`src/rtl/core_dbus_bridge.sv`:
```
// core_dbus_bridge: converts the core's single-cycle load/store port into a
// request/grant/response system bus. The core pipeline is held on stall_req
// until the transfer completes. Read data is returned on the cycle the stall
// is released.
//
// Ports:
//   clk, rst_n               core clock, asynchronous active-low reset
//   access_ram_read/write    core load/store requests, held while stalled
//   access_ram_write_width   0 byte, 1 half, 2 word, 3 reserved (misaligned)
//   access_ram_raddr/waddr   load/store byte addresses
//   access_ram_wdata         right-aligned store data
//   access_ram_rdata         aligned 32-bit read word (registered)
//   stall_req                stall to core (combinational only in IDLE)
//   dbus_fault               one-cycle pulse: misaligned store, bus error, timeout
//   bus_req/we/addr/be/wdata registered request channel
//   bus_gnt                  request accepted this cycle
//   bus_rsp_valid/rdata/err  response channel
//
// Build option: define DBUS_TIMEOUT_EN to add a per-phase wait counter that
// aborts a phase after TIMEOUT_CYCLES cycles without progress.
module core_dbus_bridge #(
  parameter int unsigned TIMEOUT_CYCLES = 255
) (
  input  logic        clk,
  input  logic        rst_n,
  input  logic        access_ram_read,
  input  logic        access_ram_write,
  input  logic [1:0]  access_ram_write_width,
  input  logic [31:0] access_ram_raddr,
  input  logic [31:0] access_ram_waddr,
  input  logic [31:0] access_ram_wdata,
  output logic [31:0] access_ram_rdata,
  output logic        stall_req,
  output logic        dbus_fault,
  output logic        bus_req,
  output logic        bus_we,
  output logic [31:0] bus_addr,
  output logic [3:0]  bus_be,
  output logic [31:0] bus_wdata,
  input  logic        bus_gnt,
  input  logic        bus_rsp_valid,
  input  logic [31:0] bus_rdata,
  input  logic        bus_err
);

  typedef enum logic [2:0] {
    IDLE    = 3'd0,
    WR_REQ  = 3'd1,
    WR_WAIT = 3'd2,
    RD_REQ  = 3'd3,
    RD_WAIT = 3'd4,
    DONE    = 3'd5
  } state_t;

  state_t state;
  state_t state_next;

  // Latched read intent; the core's inputs are not trusted after IDLE.
  logic        rd_pend;
  logic        rd_pend_next;
  logic [29:0] raddr_word;
  logic [29:0] raddr_word_next;

  logic        bus_req_next;
  logic        bus_we_next;
  logic [31:0] bus_addr_next;
  logic [3:0]  bus_be_next;
  logic [31:0] bus_wdata_next;
  logic [31:0] rdata_next;
  logic        fault_next;

  logic        wr_misaligned;
  logic [3:0]  wr_be;
  logic [31:0] wr_data;
  logic        timeout_hit;

  // Load lane selection happens in the core; only the word address matters.
  logic unused_raddr_lsb;
  assign unused_raddr_lsb = ^access_ram_raddr[1:0];

  // Store decode from the live core inputs, consumed only in IDLE.
  always_comb begin
    wr_misaligned = 1'b0;
    wr_be         = 4'b0000;
    wr_data       = access_ram_wdata;
    case (access_ram_write_width)
      2'd0: begin
        wr_be   = 4'(4'b0001 << access_ram_waddr[1:0]);
        wr_data = {4{access_ram_wdata[7:0]}};
      end
      2'd1: begin
        wr_misaligned = access_ram_waddr[0];
        wr_be         = access_ram_waddr[1] ? 4'b1100 : 4'b0011;
        wr_data       = {2{access_ram_wdata[15:0]}};
      end
      2'd2: begin
        wr_misaligned = |access_ram_waddr[1:0];
        wr_be         = 4'b1111;
      end
      default: wr_misaligned = 1'b1;
    endcase
  end

`ifdef DBUS_TIMEOUT_EN
  localparam int unsigned CNT_W = $clog2(TIMEOUT_CYCLES + 1);

  logic [CNT_W-1:0] wait_cnt;
  logic             in_wait;
  logic             progress;

  always_comb begin
    in_wait  = (state == WR_REQ) || (state == WR_WAIT) ||
               (state == RD_REQ) || (state == RD_WAIT);
    progress = (((state == WR_REQ) || (state == RD_REQ)) && bus_gnt) ||
               (((state == WR_WAIT) || (state == RD_WAIT)) && bus_rsp_valid);
    timeout_hit = in_wait && !progress &&
                  (wait_cnt == CNT_W'(TIMEOUT_CYCLES - 1));
  end

  // Cycles spent in the current phase; restarts on every state change.
  always_ff @(posedge clk or negedge rst_n) begin
    if (!rst_n) begin
      wait_cnt <= '0;
    end else if (state_next != state) begin
      wait_cnt <= '0;
    end else if (in_wait) begin
      wait_cnt <= wait_cnt + CNT_W'(1);
    end
  end
`else
  // Timeout logic not built; parameter kept for a uniform interface.
  localparam int unsigned timeout_unused = TIMEOUT_CYCLES;
  assign timeout_hit = 1'b0;
`endif

  // State register.
  always_ff @(posedge clk or negedge rst_n) begin
    if (!rst_n) begin
      state <= IDLE;
    end else begin
      state <= state_next;
    end
  end

  // Next-state logic.
  always_comb begin
    state_next = state;
    case (state)
      IDLE: begin
        if (access_ram_write) begin
          if (!wr_misaligned) begin
            state_next = WR_REQ;
          end else if (access_ram_read) begin
            state_next = RD_REQ;
          end else begin
            state_next = DONE;
          end
        end else if (access_ram_read) begin
          state_next = RD_REQ;
        end
      end
      WR_REQ:  if (bus_gnt) state_next = WR_WAIT;
      WR_WAIT: if (bus_rsp_valid) state_next = rd_pend ? RD_REQ : DONE;
      RD_REQ:  if (bus_gnt) state_next = RD_WAIT;
      RD_WAIT: if (bus_rsp_valid) state_next = DONE;
      DONE:    state_next = IDLE;
      default: state_next = IDLE;
    endcase
    if (timeout_hit) begin
      state_next = DONE;
    end
  end

  // Output logic: stall decode plus next values of the registered outputs.
  always_comb begin
    stall_req       = 1'b0;
    rd_pend_next    = rd_pend;
    raddr_word_next = raddr_word;
    bus_req_next    = (state_next == WR_REQ) || (state_next == RD_REQ);
    bus_we_next     = bus_we;
    bus_addr_next   = bus_addr;
    bus_be_next     = bus_be;
    bus_wdata_next  = bus_wdata;
    rdata_next      = access_ram_rdata;
    fault_next      = 1'b0;

    case (state)
      IDLE: begin
        stall_req = access_ram_read | access_ram_write;
        if (access_ram_read | access_ram_write) begin
          rd_pend_next    = access_ram_read;
          raddr_word_next = access_ram_raddr[31:2];
        end
        if (access_ram_write) begin
          if (wr_misaligned) begin
            fault_next = 1'b1;
          end else begin
            bus_we_next    = 1'b1;
            bus_addr_next  = {access_ram_waddr[31:2], 2'b00};
            bus_be_next    = wr_be;
            bus_wdata_next = wr_data;
          end
        end
      end
      WR_REQ, RD_REQ: stall_req = 1'b1;
      WR_WAIT: begin
        stall_req = 1'b1;
        if (bus_rsp_valid && bus_err) begin
          fault_next = 1'b1;
        end
      end
      RD_WAIT: begin
        stall_req = 1'b1;
        if (bus_rsp_valid) begin
          rdata_next = bus_err ? 32'h0 : bus_rdata;
          fault_next = bus_err;
        end
      end
      DONE:    stall_req = 1'b0;
      default: stall_req = 1'b0;
    endcase

    // Entering the read phase: present the latched load address.
    if ((state_next == RD_REQ) && (state != RD_REQ)) begin
      bus_we_next    = 1'b0;
      bus_addr_next  = {raddr_word_next, 2'b00};
      bus_be_next    = 4'b1111;
      bus_wdata_next = 32'h0;
    end

    if (timeout_hit) begin
      rdata_next = 32'h0;
      fault_next = 1'b1;
    end
  end

  // Registered outputs and latched request context.
  always_ff @(posedge clk or negedge rst_n) begin
    if (!rst_n) begin
      rd_pend          <= 1'b0;
      raddr_word       <= '0;
      bus_req          <= 1'b0;
      bus_we           <= 1'b0;
      bus_addr         <= 32'h0;
      bus_be           <= 4'b0000;
      bus_wdata        <= 32'h0;
      access_ram_rdata <= 32'h0;
      dbus_fault       <= 1'b0;
    end else begin
      rd_pend          <= rd_pend_next;
      raddr_word       <= raddr_word_next;
      bus_req          <= bus_req_next;
      bus_we           <= bus_we_next;
      bus_addr         <= bus_addr_next;
      bus_be           <= bus_be_next;
      bus_wdata        <= bus_wdata_next;
      access_ram_rdata <= rdata_next;
      dbus_fault       <= fault_next;
    end
  end

endmodule

```
`config.mk`:
```
export PLATFORM = sky130hd
export DESIGN_NAME = core_dbus_bridge
export DESIGN_NICKNAME = d
export VERILOG_FILES = /design/src/rtl/core_dbus_bridge.sv
export SDC_FILE = /design/constraint.sdc
export NUM_CORES = 1
export LEC_CHECK = 0
export BUFFER_PORTS_ARGS = -buffer_cell sky130_fd_sc_hd__buf_2
export CAP_MARGIN = 5
export CELL_PAD_IN_SITES_DETAIL_PLACEMENT = 0
export CELL_PAD_IN_SITES_GLOBAL_PLACEMENT = 1
export CORE_MARGIN = 2
export CORE_UTILIZATION = 40
export DETAILED_ROUTE_END_ITERATION = 10
export GPL_TIMING_DRIVEN = 0
export PLACE_DENSITY = 0.95
export SLEW_MARGIN = 40
export SYNTH_ARGS = -nofsm -noshare
export SYNTH_HDL_FRONTEND = slang
export SYNTH_SLANG_ARGS = --single-unit
```
`constraint.sdc`:
```
create_clock -name clk -period 3.14 [get_ports clk]
set_input_delay 0.628 -clock clk [delete_from_list [all_inputs] [get_ports clk]]
set_output_delay 0.628 -clock clk [all_outputs]
set_load 0.01 [all_outputs]
```
# After elaboration in Yosys (flattened, before gate mapping)
# Index checks and enable logic that the tools add are counted.
[word_totals] regBits=137 in_bits=137 output_inout_bits=104 wordCells=73
[op_classes] n_eq_ne=10 n_shift=1 muxes=39 bitwise=1 n_reduce_logical=12
[ops] op="32-bit 2-to-1 mux" n=9
[ops] op="32-bit one-hot mux with 2 select lines" n=1
[ops] op="30-bit 2-to-1 mux" n=2
[ops] op="3-bit 2-to-1 mux" n=9
[ops] op="4-bit 2-to-1 mux" n=5
[ops] op="3-bit one-hot mux with 5 select lines" n=1
[ops] op="4-bit one-hot mux with 3 select lines" n=1
[ops] op="3-bit by 2-bit equality test with 1-bit output (second input constant)" n=3
[ops] op="1-bit 2-to-1 mux" n=8
[ops] op="3-bit by 1-bit equality test with 1-bit output (second input constant)" n=2
[ops] op="1-bit one-hot mux with 3 select lines" n=2
[ops] op="2-bit AND reduction" n=2
[ops] op="2-bit nonzero test" n=2
[ops] op="4-bit OR reduction" n=1
[ops] op="1-bit by 2-bit left shift with 4-bit output (first input constant)" n=1
[ops] op="3-bit equality test (second input constant)" n=1
[ops] op="3-bit logical NOT" n=1
[ops] op="3-bit by 2-bit inequality test with 1-bit output (second input constant)" n=1
[ops] op="3-bit AND reduction" n=1
[ops] op="2-bit by 1-bit equality test with 1-bit output (second input constant)" n=1
[ops] op="2-bit equality test (second input constant)" n=1
[ops] op="1-bit logical AND" n=2
[ops] op="2-bit logical NOT" n=1
[ops] op="2-bit by 1-bit inequality test with 1-bit output (second input constant)" n=1
[ops] op="4 further kinds" n=4

# Depth between registers and ports, before layout
# Gate-level depths: netlist of run 1.
[depth] word_depth=9 ltp_mapped=8

# Worst setup path after synthesis of run 1
# No wires, ideal clock.
[synth_timing] path_type="input -> register" from="in access_ram_waddr[0]" to="reg bus_addr[10]" setup_time_ps=126 arrival_ps=2118 setup_slack_ps=897 cell_stages=7 path_buffers=2 path_cell_list="clkbuf_1 > o21a_1 > o211ai_1 > o2111ai_4 > buf_6 > o211a_1 > a221o_1"
[synth_between] elab_chain_len=9
[synth_lines] item="from (decl)" line_no="30" source="input logic [31:0] access_ram_waddr,"
[synth_lines] item="2-bit OR reduction" line_no="97" source="wr_misaligned = |access_ram_waddr[1:0];"
[synth_lines] item="1-bit one-hot mux with 3 select lines (*)" line_no="86" source="case (access_ram_write_width)"
[synth_lines] item="3-bit 2-to-1 mux" line_no="151" source="if (!wr_misaligned) begin"
[synth_lines] item="3-bit 2-to-1 mux" line_no="150" source="if (access_ram_write) begin"
[synth_lines] item="3-bit one-hot mux with 5 select lines" line_no="148" source="case (state)"
[synth_lines] item="3-bit by 2-bit equality test with 1-bit output" line_no="224" source="if ((state_next == RD_REQ) && (state != RD_REQ)) begin"
[synth_lines] item="1-bit logical AND" line_no="224"
[synth_lines] item="2-bit by 1-bit inequality test with 1-bit output (no line) / 2-bit nonzero test (equally long branches)"
[synth_lines] item="3-bit AND reduction (no line)"
[synth_lines] item="to (signal assigned)" line_no="254" source="bus_addr <= bus_addr_next;"
[synth_lines] item="to (decl)" line_no="37" source="output logic [31:0] bus_addr,"
# Mark *: on every way between the ends. The rest lies on a longest branch, timed or not.
# A chain may end at the register's enable or synchronous reset.

# Worst setup path in the final report of run 1
[layout_timing] from="reg state[1]" to="reg bus_addr[9]"
[layout_lines] item="from (decl)" line_no="55" source="state_t state;"
[layout_lines] item="from (signal assigned)" line_no="141" source="state <= state_next;"
[layout_lines] item="3-bit logical NOT" line_no="187" source="case (state)"
[layout_lines] item="30-bit 2-to-1 mux" line_no="187"
[layout_lines] item="net raddr_word_next[7]" line_no="62" source="logic [29:0] raddr_word_next;"
[layout_lines] item="32-bit 2-to-1 mux" line_no="224"
# The timed path passes the listed nets, and every way through them passes these cells.

==> reports/summary.txt, run 1 <==
Status = finished, final reports clean
P_int = 0.00540 W
Area Growth Syn to Fin = 34.0%
Crit. End Element = flop
Max-slew violations = 0
WL final = 17.3 mm
Row Count = 45
Port bufs = 235
Fin area = 8210 um2
Routed len/inst = 17.3 um
Relative slew slack = 53.3%
Total GRT Usage = 21.2%
Share of layout cells above drive strength 1 = 39.5%
Core area = 15100 um2
Mean Syn Cell Area = 11.2 um2
RSZ-0062 raised after global routing = no
Die ar. = 16300 um2
Fin crit share = 77.4%
Post-route DRC = 0
RePlAce Congestion = 0.834
First DRT Iteration DRCs = 233
Leak = 4.25 nW
Synthesized cell area = 6120 um2
Post-CTS setup buffers = 0
Post-route ant nets = 0
Sequential cell area fraction in the yosys report = 55.2%
Logic pwr share = 40.0%
Initial DRT Pass Iterations = 5
CTS Sinks = 135
Post_cts resized = 0
Hold WC Path Type = in2async
Clk buf depth = 2
Max_cap viols = 0
CTS Hold Bufs = 0
Clock Skews = 0.00672 ns
Mapped Cells = 547
F_max = 0.412 GHz
Critical Path RT = 3.43 ns
GR Util met2 = 34.7%
Pwr Density = 1020 nW/um2
Peak supply drop = 0.401 mV
# H-tree levels = 4
Dpl cell area = 7580 um2
Slowest stage cell on the critical path = dfrtp_1
Total number of vias = 5309
Avg Vias per Cell = 5.29
Max incr delay on CP = 0.42 ns
Die X = 128 um
Switching pwr = 0.00294 W
Clock share of power = 25.1%
Worst setup SP type = flop
Root buf cell = clkbuf_16
Crit Path Max Fanout = 10
Pin count of the biggest net entering global routing = 70
Seq cells post-synth = 135
CP cell instances = buf_4 > nor3_1 > nor2b_1 > buf_2 > mux2_2 > a221o_1
Global-route wire length before repair = 27.2 mm
Worst setup path category = reg2reg
Final hold violations = 0
GRT overflow = 0
Worst skew pair latency = 0.41 ns
Initial antenna violation count = 1
Most used routing layer = met2
Met1 Use GR = 27.1%
CTS tree = done
GRT met3 Usage = 5.76%
Switching part of the total = 35.2%
Slew @ Worst Pin = 0.701 ns
Final setup viols = 0
Post-synthesis cell type count = 40
WP data arrival = 2.72 ns
Post-DP HPWL = 12.6 mm
Die Height = 128 um
Vias in the first global route = 5281
Post-route minimum period = 2.43 ns
Clock-pin slew on the worst setup and hold paths = 0.06 ns
# nets final = 940
IO Pins = 241
Starting Density = 40.6%
Cts bufs inserted = 17
Post-layout util = 54.4%
Yosys warns = 0
Part of the power in registers = 34.8%
final timing paths:
| path | start | to | slack, ns | cells after the start |
|---|---|---|---|---|
| worst max register to register | state[1]$_DFF_PN0_ | bus_addr[9]$_DFFE_PN0P_ | 0.71 | 6 |
| worst max-delay path | state[1]$_DFF_PN0_ | bus_addr[9]$_DFFE_PN0P_ | 0.71 | 6 |
| worst min-delay path | rst_n | bus_addr[20]$_DFFE_PN0P_ | 0.16 | 1 |
| max in group asynchronous | rst_n | bus_wdata[27]$_DFFE_PN0P_ | 2.27 | 2 |
| worst min register to register | access_ram_rdata[1]$_DFFE_PN0P_ | access_ram_rdata[1]$_DFFE_PN0P_ | 0.47 | 2 |
| min in group clk | access_ram_waddr[11] | bus_addr[11]$_DFFE_PN0P_ | 0.44 | 2 |
cell families after synthesis:
kind of cell	synth area share, %
DFF	55.2
muxes	9.60
buffers and inverters	4.11
adders and majority gates	0.163
and+or+nand+nor	11.1
other	0.0612
AOI/OAI and AO/OA	19.8
cell type report:
type | count | area [um2]
tap | 188 | 235
timing repair buffer | 236 | 1210
antenna | 1 | 2.50
multi-input combinational | 360 | 2500
sequential | 135 | 3380
inverter | 6 | 22.5
fill | 1396 | 6880
clock buffer | 22 | 484
buffer | 47 | 229
clock inverter | 9 | 140
metal layers:
layer	vias to the layer above	part of all wire, %
met2	196	49
met3	25	6.9
met1	2601	42
met4	0	2.1
met5	-	0
li1	2487	-
power groups by stage:
stage	clock network [W]	registers [W]	logic, W
floorplan	0	0.00317	0.00185
global placement	0	0.00289	0.00329
global route	0.00222	0.00299	0.00365
detailed placement	0	0.00293	0.00336
CTS	0.00213	0.00291	0.00336
finish	0.00210	0.00291	0.00334
stage by stage:
stage                     hold WS (ns)  setup TNS [ns]  std cells  power [W]  setup slack, ns
after floorplan                  0.332               0        548    0.00502            0.897
after global placement           0.457          -59.85        971    0.00618           -0.452
after detailed placement         0.465               0        972    0.00629            0.542
after CTS                        0.172               0       1003    0.00841            0.669
after global routing             0.193               0       1004    0.00886            0.592
final                            0.165               0       1004    0.00834            0.710
sequential cells by signal (all words and copies together), names as in the netlist:
signal,flops
dbus_fault,1
raddr_word,30
state,3
bus_req,1
bus_we,1
rd_pend,1
bus_be,4
access_ram_rdata,32
bus_addr,30
bus_wdata,32
placed cells by master, fill, tap and decap left out, drive strengths merged, types with 2 or more instances in the layout:
cell type  count
a21oi         13
a221o         30
a31oi          2
and2           2
buf          260
bufinv         3
clkbuf        45
clkinv         2
clkinvlp       2
conb           2
dfrtp        135
inv            8
mux2          30
mux2i         25
nand2         77
nand2b        36
nand3          3
nor2          19
nor2b          3
o211a         30
o211ai         2
o21a           2
o21ai         45
o22a           3
o22ai         24
critical path, delay by kind of cell, from the launching register on:
kind                   cells  cell delay [ns]
flip-flops                 1             0.42
multiplexers               1             0.39
buffers and inverters      2             0.52
AO/OA/AOI/OAI              1             0.32
AND/OR/NAND/NOR            2             0.66
cells in the mapped netlist:
library cell | instances | area [um2]
nand3b_1 | 1 | 7.51
o21ai_0 | 43 | 215
nand2_1 | 77 | 289
nor3b_1 | 1 | 7.51
o211ai_1 | 2 | 15.0
and2_1 | 2 | 12.5
maj3_1 | 1 | 10.0
o21a_1 | 2 | 15.0
inv_1 | 6 | 22.5
nor2b_1 | 3 | 18.8
clkbuf_1 | 23 | 86.3
nor2_1 | 18 | 67.6
o22a_1 | 3 | 26.3
conb_1 | 1 | 3.75
a311oi_2 | 1 | 15.0
buf_6 | 3 | 33.8
mux2_2 | 30 | 338
a31oi_2 | 1 | 12.5
o21ai_1 | 2 | 10.0
o211a_1 | 30 | 300
a22o_1 | 1 | 8.76
buf_1 | 5 | 18.8
a21boi_0 | 1 | 7.51
a221o_1 | 30 | 300
o2111ai_4 | 1 | 26.3
mux2i_1 | 25 | 250
and3_1 | 1 | 6.26
nor2_4 | 1 | 11.3
buf_4 | 4 | 30.0
a2111oi_4 | 1 | 27.5
o32a_1 | 1 | 10.0
dfrtp_1 | 135 | 3380
nor3_1 | 1 | 5.00
a21oi_1 | 13 | 65.1
nand2b_1 | 36 | 225
o22ai_1 | 24 | 150
buf_2 | 12 | 60.1
a31oi_1 | 1 | 6.26
nand3_1 | 3 | 15.0
nor4b_2 | 1 | 15.0
No activity file was read; power rests on OpenSTA's default activity.
==> run 2: changes to the inputs <==
--- a/config.mk
+++ b/config.mk
@@ -5,15 +5,16 @@
 export SDC_FILE = /design/constraint.sdc
 export NUM_CORES = 1
 export LEC_CHECK = 0
+export ABC_AREA = 1
 export BUFFER_PORTS_ARGS = -buffer_cell sky130_fd_sc_hd__buf_2
 export CAP_MARGIN = 5
 export CELL_PAD_IN_SITES_DETAIL_PLACEMENT = 0
 export CELL_PAD_IN_SITES_GLOBAL_PLACEMENT = 1
 export CORE_MARGIN = 2
-export CORE_UTILIZATION = 40
+export CORE_UTILIZATION = 35
 export DETAILED_ROUTE_END_ITERATION = 10
 export GPL_TIMING_DRIVEN = 0
-export PLACE_DENSITY = 0.95
+export PLACE_DENSITY = 0.92
 export SLEW_MARGIN = 40
 export SYNTH_ARGS = -nofsm -noshare
 export SYNTH_HDL_FRONTEND = slang
==> constraint.sdc (replaced) <==
create_clock -name clk -period 2.45 [get_ports clk]
set_input_delay 0.49 -clock clk [delete_from_list [all_inputs] [get_ports clk]]
set_output_delay 0.49 -clock clk [all_outputs]
set_load 0.01 [all_outputs]
==> run 2 against run 1 <==
Against the previous run: worst setup slack worse by 0.54 ns; final cell count rose by 19%; sequential power grew 24%; first-iteration DRC count grew 37%; cell area is 1.6% lower; count of clock-buffer cells in the layout down 5; via count increased by 9.8%; critical path depth down 1; utilization is 5.7 points lower; critical path type is now reg2out.
==> reports/summary.txt, run 2 <==
Root buf cell = clkbuf_16
First DRT Iteration DRCs = 319 (+37%)
Share of layout cells above drive strength 1 = 31.8% (-7.7 points)
Sequential cell area fraction in the yosys report = 56.7% (+1.5 points)
Peak supply drop = 0.566 mV (+41%)
Share of the synthesized area in the top cell type = 56.7% (+1.5 points)
Post-synthesis cell type count = 27 (-33%)
Max-slew violations = 0 (unchanged)
Die Height = 134 um (+5.3%)
Pre-CTS setup slack = 0.396 ns (-0.147 ns)
Area Growth Syn to Fin = 35.5%
Post-route DRC = 0 (unchanged)
Largest registers = access_ram_rdata: 32 flops, bus_wdata: 32 flops
Pin count of the biggest net entering global routing = 70 (unchanged)
Vias in the first global route = 5724 (+8.4%)
Antenna Cells = 0 (-1)
CTS Sinks = 135 (unchanged)
Die ar. = 18100 um2 (+11%)
Slew @ Worst Pin = 0.541 ns (-0.160 ns)
Seq cells post-synth = 135 (unchanged)
Leading cell type in the layout, fill and taps excluded = buf_2
Synthesized cell area = 5960 um2 (-2.7%)
Max_cap viols = 0 (unchanged)
GRT overflow = 0 (unchanged)
Multi-input logic area = 2210 um2 (-12%)
IO Pins = 241 (unchanged)
Row Count = 47 (+4.4%)
Total number of vias = 5828 (+9.8%)
RePlAce Congestion = 0.781 (-6.3%)
Port bufs = 236 (+0.43%)
Initial antenna violation count = 0 (-1)
Post-route ant nets = 0 (unchanged)
EDFF count, synth = 0 (unchanged)
CP cell instances = nor2_4 > nand3_2 > clkbuf_1 > nand2_1 > buf_2
WL final = 18.5 mm (+7.0%)
Clk buf depth = 2 (unchanged)
Mean Syn Cell Area = 8.50 um2 (-24%)
Hold WC Path Type = in2async
Relative slew slack = 63.9% (+11 points)
Post-CTS setup buffers = 0 (unchanged)
Yosys top cell by area = dfrtp_1
Die X = 134 um (+5.3%)
Post-DP HPWL = 13.7 mm (+8.6%)
Fin crit share = 92.9%
Worst setup margin = 0.173 ns (-0.537 ns)
Final setup viols = 0 (unchanged)
Mapped Cells = 701 (+28%)
Crit. End Element = output port
Global-route wire length before repair = 29.3 mm (+7.8%)
Max incr delay on CP = 0.46 ns (+0.04 ns)
WP data arrival = 1.79 ns (-0.93 ns)
Dpl cells = 1159 (+19%)
Post-route minimum period = 2.28 ns
F_max = 0.439 GHz
Register area = 3380 um2 (unchanged)
Starting Density = 35.9% (-4.7 points)
Worst setup path category = reg2out
Initial DRT Pass Iterations = 5 (unchanged)
Synth Flop Type = dfrtp_1
Top cells by count, synth = 225 x nand2_1, 135 x dfrtp_1, 100 x nand3_1
Critical Path RT = 1.96 ns (-1.47 ns)
Ys async rst share = 100% (unchanged)
Leak = 4.37 nW (+2.6%)
Most frequent cells in the layout = 256 x buf_2, 225 x nand2_1, 135 x dfrtp_1
Core area = 16600 um2 (+9.9%)
Post_cts resized = 0 (unchanged)
Worst skew pair latency = 0.42 ns (about the same)
Routed len/inst = 15.6 um (-9.8%)
Yosys warns = 0 (unchanged)
CTS tree = done
# nets final = 1095 (+16%)
Fill count = 1671 (+20%)
Most common cell in the netlist = nand2_1
Crit Path Max Fanout = 10 (unchanged)
# H-tree levels = 4 (unchanged)
Slowest stage cell on the critical path = dfrtp_1
CTS Hold Bufs = 0 (unchanged)
Avg Vias per Cell = 4.89 (-7.5%)
Worst setup SP type = flop
Hold_ws = 0.0220 ns (-0.143 ns)
Clock-pin slew on the worst setup and hold paths = 0.06 ns (about the same)
Clock Skews = 0.00657 ns (-0.000155 ns)
Total GRT Usage = 20.8% (-0.43 points)
Pwr Density = 1270 nW/um2 (+25%)
Cts bufs inserted = 17 (unchanged)
RSZ-0062 raised after global routing = no
Synth top area cells = dfrtp_1 57%, nand2_1 14%, nand3_1 8.4%
Post-layout instance count excluding filler cells = 1191 (+19%)
Status = finished, final reports clean
Setup slack, reg-to-reg = 0.58 ns (-0.13 ns)
Final hold violations = 0 (unchanged)
run 2: cell count changes after synthesis, moves of 31 or more:
cell	before	now
nand2_1	77	225
nand3_1	3	100
o21ai_1	2	33
nand2b_1	36	0
run 2: worst paths after layout:
kind / startpoint / to / cells past startpoint
min in group clk: access_ram_raddr[9] / raddr_word[7]$_DFF_PN0_ / 3
min: rst_n / raddr_word[12]$_DFF_PN0_ / 1
max: state[1]$_DFF_PN0_ / stall_req / 5
max in group asynchronous: rst_n / bus_addr[31]$_DFFE_PN0P_ / 2
max reg2reg: state[1]$_DFF_PN0_ / bus_addr[26]$_DFFE_PN0P_ / 9
min reg2reg: raddr_word[29]$_DFF_PN0_ / raddr_word[29]$_DFF_PN0_ / 2
run 2: final cells by class:
cell class                      instances  area share [%]
Sequential cell                       135            41.8
Multi-Input combinational cell        484            27.4
Timing Repair Buffer                  237            15.1
Clock buffer                           17            5.27
Tap cell                              220            3.41
Buffer                                 50            3.11
Clock inverter                         15            2.39
Inverter                               33            1.53
run 2: metal layers:
metal	track usage [%]	routed length [um]
met2	33.4	8890
met1	27.3	7950
met4	7.95	361
met3	5.03	1350
met5	0	0
run 2: power breakdown:
| part | switching, W | internal, W |
|---|---|---|
| Clock | 0.00107 | 0.00162 |
| Combinational | 0.00249 | 0.00145 |
| Sequential | 0.000447 | 0.00316 |
| Total | 0.00401 | 0.00623 |
run 2: logic make-up after synthesis:
kind of cell           after synthesis  synth area share, %
AOI/OAI and AO/OA                   94                 8.48
buffers and inverters               83                 6.30
DFF                                135                 56.7
other                                1               0.0629
and+or+nand+nor                    388                 28.5
run 2: metrics by stage:
step	power, W	cell area [um2]	util (%)	setup TNS, ns
6_report	0.0102	8070	48.7	0
5_1_grt	0.0110	8070	48.7	0
4_1_cts	0.0103	8070	48.7	0
3_5_place_dp	0.00762	7460	45.0	0
3_3_place_gp	0.00751	7420	44.7	-138.23
2_1_floorplan	0.00600	5960	-	0
run 2: worst max-delay path, delay by kind of cell (launching register included):
family | cells | cell delay, ns
simple gates | 3 | 0.50
flops | 1 | 0.46
buf+inv | 2 | 0.42
